===== config.mk =====
export PLATFORM = sky130hd
export DESIGN_NAME = w_fetch
export DESIGN_NICKNAME = d
export VERILOG_FILES = /design/src/rtl/w_fetch.sv
export SDC_FILE = /design/constraint.sdc
export NUM_CORES = 1
export LEC_CHECK = 0
export BUFFER_PORTS_ARGS = -buffer_cell sky130_fd_sc_hd__buf_2
export CAP_MARGIN = 5
export CORE_MARGIN = 5
export CORE_UTILIZATION = 60
export DETAILED_ROUTE_END_ITERATION = 10
export GPL_TIMING_DRIVEN = 0
export PLACE_DENSITY = 0.82
export SYNTH_ARGS = -nofsm -noshare
export SYNTH_HDL_FRONTEND = slang
export SYNTH_SLANG_ARGS = --single-unit

===== constraint.sdc =====
create_clock -name clk -period 8.9 [get_ports clk]
set_input_delay 1.78 -clock clk [delete_from_list [all_inputs] [get_ports clk]]
set_output_delay 1.78 -clock clk [all_outputs]
set_load 0.02 [all_outputs]

===== src/rtl/w_fetch.sv =====
// rtl/w_fetch.sv - weight-fetch stage: sequential mem_w reads streamed out through a credit-checked skid FIFO
// Optional feature macro W_FETCH_BYTE_REV_EN: reverse the byte lanes of each word on FIFO push.
module w_fetch #(
   parameter int WIDTH      = 64,
   parameter int ADDR_W     = 32,
   parameter int LEN_W      = 16,
   parameter int FIFO_DEPTH = 2
) (
   input  logic              clk,
   input  logic              rst,
   input  logic              start,
   input  logic [ADDR_W-1:0] base_addr,
   input  logic [LEN_W-1:0]  num_words,
   output logic              busy,
   output logic              done,
   output logic              mem_write_en,
   output logic [ADDR_W-1:0] mem_addr,
   input  logic [WIDTH-1:0]  mem_data_out,
   output logic              w_valid,
   input  logic              w_ready,
   output logic [WIDTH-1:0]  w_data,
   output logic              w_last
);

   localparam int PTR_W = (FIFO_DEPTH > 1) ? $clog2(FIFO_DEPTH) : 1;
   localparam int CNT_W = $clog2(FIFO_DEPTH + 1);

   typedef enum logic [1:0] {S_IDLE, S_FETCH, S_DRAIN, S_DONE} state_t;

   state_t            state_q;
   logic              busy_q, done_q;
   logic [ADDR_W-1:0] addr_q, last_addr_q;
   logic [LEN_W-1:0]  remaining_q;
   logic              inflight_q, inflight_last_q;
   logic [WIDTH-1:0]  fifo_data_q [FIFO_DEPTH];
   logic              fifo_last_q [FIFO_DEPTH];
   logic [PTR_W-1:0]  rd_ptr_q, wr_ptr_q;
   logic [CNT_W-1:0]  occ_q, occ_d, credit;

   logic              pop, push, issue, issue_ok;
   logic [LEN_W-1:0]  issue_rem;
   logic [ADDR_W-1:0] issue_addr;
   logic [WIDTH-1:0]  push_data;

   function automatic logic [PTR_W-1:0] ptr_inc(input logic [PTR_W-1:0] p);
      return (p == PTR_W'(FIFO_DEPTH - 1)) ? '0 : p + 1'b1;
   endfunction

   // The first read goes out in the start cycle itself so the word reaches the FIFO two cycles later.
   assign issue_ok   = ((state_q == S_IDLE) && start) || (state_q == S_FETCH);
   assign issue_rem  = (state_q == S_IDLE) ? num_words : remaining_q;
   assign issue_addr = (state_q == S_IDLE) ? base_addr : addr_q;

   assign pop    = (occ_q != '0) && w_ready;
   assign push   = inflight_q;
   assign credit = occ_q + CNT_W'(inflight_q) - CNT_W'(pop);
   assign issue  = issue_ok && (issue_rem != '0) && (credit < CNT_W'(FIFO_DEPTH));
   assign occ_d  = occ_q + CNT_W'(push) - CNT_W'(pop);

`ifdef W_FETCH_BYTE_REV_EN
   always_comb begin
      push_data = '0;
      for (int b = 0; b < WIDTH / 8; b++)
         push_data[8*b +: 8] = mem_data_out[WIDTH-8-8*b +: 8];
   end
`else
   assign push_data = mem_data_out;
`endif

   assign mem_write_en = 1'b0;
   assign mem_addr     = issue ? issue_addr : last_addr_q;
   assign busy         = busy_q;
   assign done         = done_q;
   assign w_valid      = (occ_q != '0);
   assign w_data       = fifo_data_q[rd_ptr_q];
   assign w_last       = fifo_last_q[rd_ptr_q] && w_valid;

   always_ff @(posedge clk) begin
      if (rst) begin
         state_q         <= S_IDLE;
         busy_q          <= 1'b0;
         done_q          <= 1'b0;
         addr_q          <= '0;
         last_addr_q     <= '0;
         remaining_q     <= '0;
         inflight_q      <= 1'b0;
         inflight_last_q <= 1'b0;
         rd_ptr_q        <= '0;
         wr_ptr_q        <= '0;
         occ_q           <= '0;
         for (int i = 0; i < FIFO_DEPTH; i++) begin
            fifo_data_q[i] <= '0;
            fifo_last_q[i] <= 1'b0;
         end
      end else begin
         inflight_q      <= issue;
         inflight_last_q <= issue && (issue_rem == LEN_W'(1));
         occ_q           <= occ_d;
         if (push) begin
            fifo_data_q[wr_ptr_q] <= push_data;
            fifo_last_q[wr_ptr_q] <= inflight_last_q;
            wr_ptr_q              <= ptr_inc(wr_ptr_q);
         end
         if (pop)
            rd_ptr_q <= ptr_inc(rd_ptr_q);
         if (issue) begin
            last_addr_q <= issue_addr;
            addr_q      <= issue_addr + 1'b1;
            remaining_q <= issue_rem - 1'b1;
         end
         done_q <= 1'b0;
         case (state_q)
            S_IDLE: begin
               if (start) begin
                  if (num_words == '0) begin
                     state_q <= S_DONE;
                     done_q  <= 1'b1;
                  end else begin
                     state_q <= S_FETCH;
                     busy_q  <= 1'b1;
                  end
               end
            end
            S_FETCH: begin
               if ((remaining_q == '0) || (issue && (remaining_q == LEN_W'(1))))
                  state_q <= S_DRAIN;
            end
            S_DRAIN: begin
               // occ_d already counts the in-flight word, so zero means nothing is left anywhere.
               if (occ_d == '0) begin
                  state_q <= S_DONE;
                  busy_q  <= 1'b0;
                  done_q  <= 1'b1;
               end
            end
            default: state_q <= S_IDLE;
         endcase
      end
   end

endmodule


==> impl_metrics.ini <==
[worst_setup_path]
end_kind = output port
cp.required_ns = 7.12
arrival_ns = 6.01
max_stage_delay_ns = 0.58
startpoint_type = flip-flop
path_max_fanout = 10
path_cells = inv_1, ha_1, buf_6, buf_8, buf_12, buf_4, buf_4, buf_4, buf_2, buf_1, mux2i_1, ha_1, o2111ai_1, o31ai_2, clkbuf_1, buf_2, nand2_1, nand2_1, buf_2
worstSetupPathType = reg -> out
critPathSlowestCell = buf_1

[detailed_routing]
finalWirelength_um = 31800
wire_per_inst_um = 20.4
drt.antenna.violating_nets = 0
drcViolationCount = 0
vias = 9405
viasPerCell = 6.02
drtIter0Drc = 785
first_pass_iters = 7

[synthesis]
synth_edf_count = 130
synth.cell_area_sq_mm = 0.0113
syn_area_per_cell_sq_um = 10.5
synth_cells = 1069
synthFlopType = edfxtp_1
ys_seq_area_share_pct = 50.9
ys_warn_count = 0
synth_cell_types = 73
ys_seq_elements = 221
async_flop_share_pct = 0
syn_nets = 1195

[sta]
tns_ns = 0
setup_viol = 0
rsz0062_at_grt = false
final_hold_viol_count = 0
relSlewSlack_pct = 36.0
fmax_mhz = 128
min_period_over_period_pct = 87.5
worst_clock_skew_ns = 0.0140
hold_ws_ns = 0.462
worstMarginPinSlew_ns = 0.960
finalCriticalPeriod_ns = 7.79
slew_viol_final = 0

[clock_network]
clkSlewWorstSetupHoldPaths_ns = 0.06
cts_hold_buf = 0
clock_latency_ns = 0.52
post_cts.repair.setup_buffers = 0
root_buffer = clkbuf_16
ctsResizeCount = 0
cts_tree = done
h-tree-depth = 1
clock_sinks = 221
clk_path_buf_depth = 3
cts_buffers = 23

[global_route]
grt_start_max_net_pins = 66
grt_pass1_vias = 9218
antenna_found_initial = 2
grt_pass1_wl_um = 49200
grt.total_usage_pct = 28.3
gr-total-overflow = 0

[hold_path]
min_path_type = reg -> reg

[finish]
fillCellCount = 1355
nets = 1435
final_cell_area_sq_mm = 0.0134
drive_gt1_share_pct = 27.1
final_common_cell = buf_2
final_cell_mix = 228 x buf_2, 135 x and2_1, 130 x edfxtp_1
syn_to_final_growth_pct = 18.7

[floorplanning]
start_util_pct = 60.6
pin_count = 217
die_y_um = 147
die_area_sq_mm = 0.0216
core_sq_mm = 0.0186
num_rows = 50
die_w_um = 147

[placement]
dpl_cell_area_sq_mm = 0.0126
portBuffers = 215
hpwl_um = 22300
gp_congestion = 1.01

[pwr]
p_seq_share_pct = 31.6
power_density_mw_per_mm2 = 369
p_int_mw = 2.77
leakagePower_nw = 5.47
power_frac_clock_pct = 19.0
switching_share_pct = 43.8
ir_drop_mv = 0.258
power.share.combinational_pct = 49.4
p_switching_mw = 2.16

[status]
outcome = finished, final reports clean

[run]
cap_violations = 0
==> area by class of cell <==
type,count,area [sq um],share of cell area (%)
flip-flops and latches,221,5730,42.9
multi-input cells,762,5150,38.6
repair buffers,215,1080,8.06
clock buffers,28,594,4.45
plain buffers,73,340,2.55
well taps,234,293,2.19
clock inverters,14,126,0.946
inverters,13,48.8,0.365
diodes,1,2.50,0.0187
==> cell usage after synthesis, types with 25 or more instances <==
cell type | number | area [sq um]
mux2_2 | 68 | 766
dfxtp_1 | 91 | 1820
nor2b_1 | 40 | 250
nand4_1 | 25 | 156
clkbuf_1 | 46 | 173
nor2_1 | 32 | 120
edfxtp_1 | 130 | 3900
o21ai_0 | 75 | 375
nor3_1 | 25 | 125
a21oi_1 | 43 | 215
nand2_1 | 92 | 345
mux2i_1 | 34 | 340
and2_1 | 135 | 845
==> power by group through the flow <==
| stage | clock network, mW | registers (mW) | logic (mW) |
|---|---|---|---|
| after floorplan | 0 | 1.53 | 1.63 |
| after global placement | 0 | 1.56 | 2.36 |
| final | 0.935 | 1.56 | 2.43 |
| after CTS | 0.942 | 1.55 | 2.40 |
| after detailed placement | 0 | 1.57 | 2.39 |
| after global routing | 0.982 | 1.59 | 2.59 |
==> registers in the layout, indices dropped and copies added (netlist names), named ones only <==
register,flops
busy,1
fifo_last_q,2
wr_ptr_q,1
fifo_data_q,128
state_q,2
remaining_q,16
addr_q,32
done,1
inflight_q,1
rd_ptr_q,1
inflight_last_q,1
occ_q,2
last_addr_q,32
==> stage by stage <==
step / setup slack, ns / std cells / util [%] / power [mW]
floorplan: 3.46 / 1069 / - / 3.16
global placement: 1.84 / 1518 / 67.9 / 3.92
detailed placement: 1.85 / 1518 / 68.0 / 3.96
CTS: 1.26 / 1560 / 71.9 / 4.90
global route: 0.891 / 1561 / 71.9 / 5.16
finish: 1.11 / 1561 / 71.9 / 4.93
==> per-layer routing <==
layer | part of all wire, % | wire length [um] | GRT usage [%]
met4 | 4.1 | 1310 | 12.0
met5 | 0.041 | 13 | 0
met3 | 9.6 | 3050 | 5.95
met2 | 48 | 15100 | 48.0
met1 | 39 | 12300 | 35.3
==> cell families (layout without fill, tap and decap cells) <==
kind of cell	count (synthesis)	in the layout	synth area share, %
compound gates	196	196	11.0
fa+ha+maj	10	10	1.11
xor+xnor	15	15	1.30
buf+inv	86	343	3.46
flops	221	221	50.9
other cells	1	2	0.0333
mux	102	102	9.83
simple gates	438	438	22.4
==> critical path, delay by kind of cell, from the launching register on <==
family | cells | cell delay (ns)
AND/OR/NAND/NOR | 2 | 0.18
flip-flops | 1 | 0.33
AO/OA/AOI/OAI | 2 | 0.76
adder cells (fa/ha/maj) | 2 | 0.47
buffers and inverters | 12 | 3.32
multiplexers | 1 | 0.39
==> worst paths after layout <==
check | from | endpoint | slack [ns] | depth (start not counted)
worst min register to register | addr_q[30] | addr_q[30] | 0.46 | 2
worst min-delay path | addr_q[30] | addr_q[30] | 0.46 | 2
worst max register to register | state_q[0] | remaining_q[5] | 3.14 | 18
worst max-delay path | state_q[0] | mem_addr[21] | 1.11 | 19
Note: power is estimated with default switching activity, not from simulation.
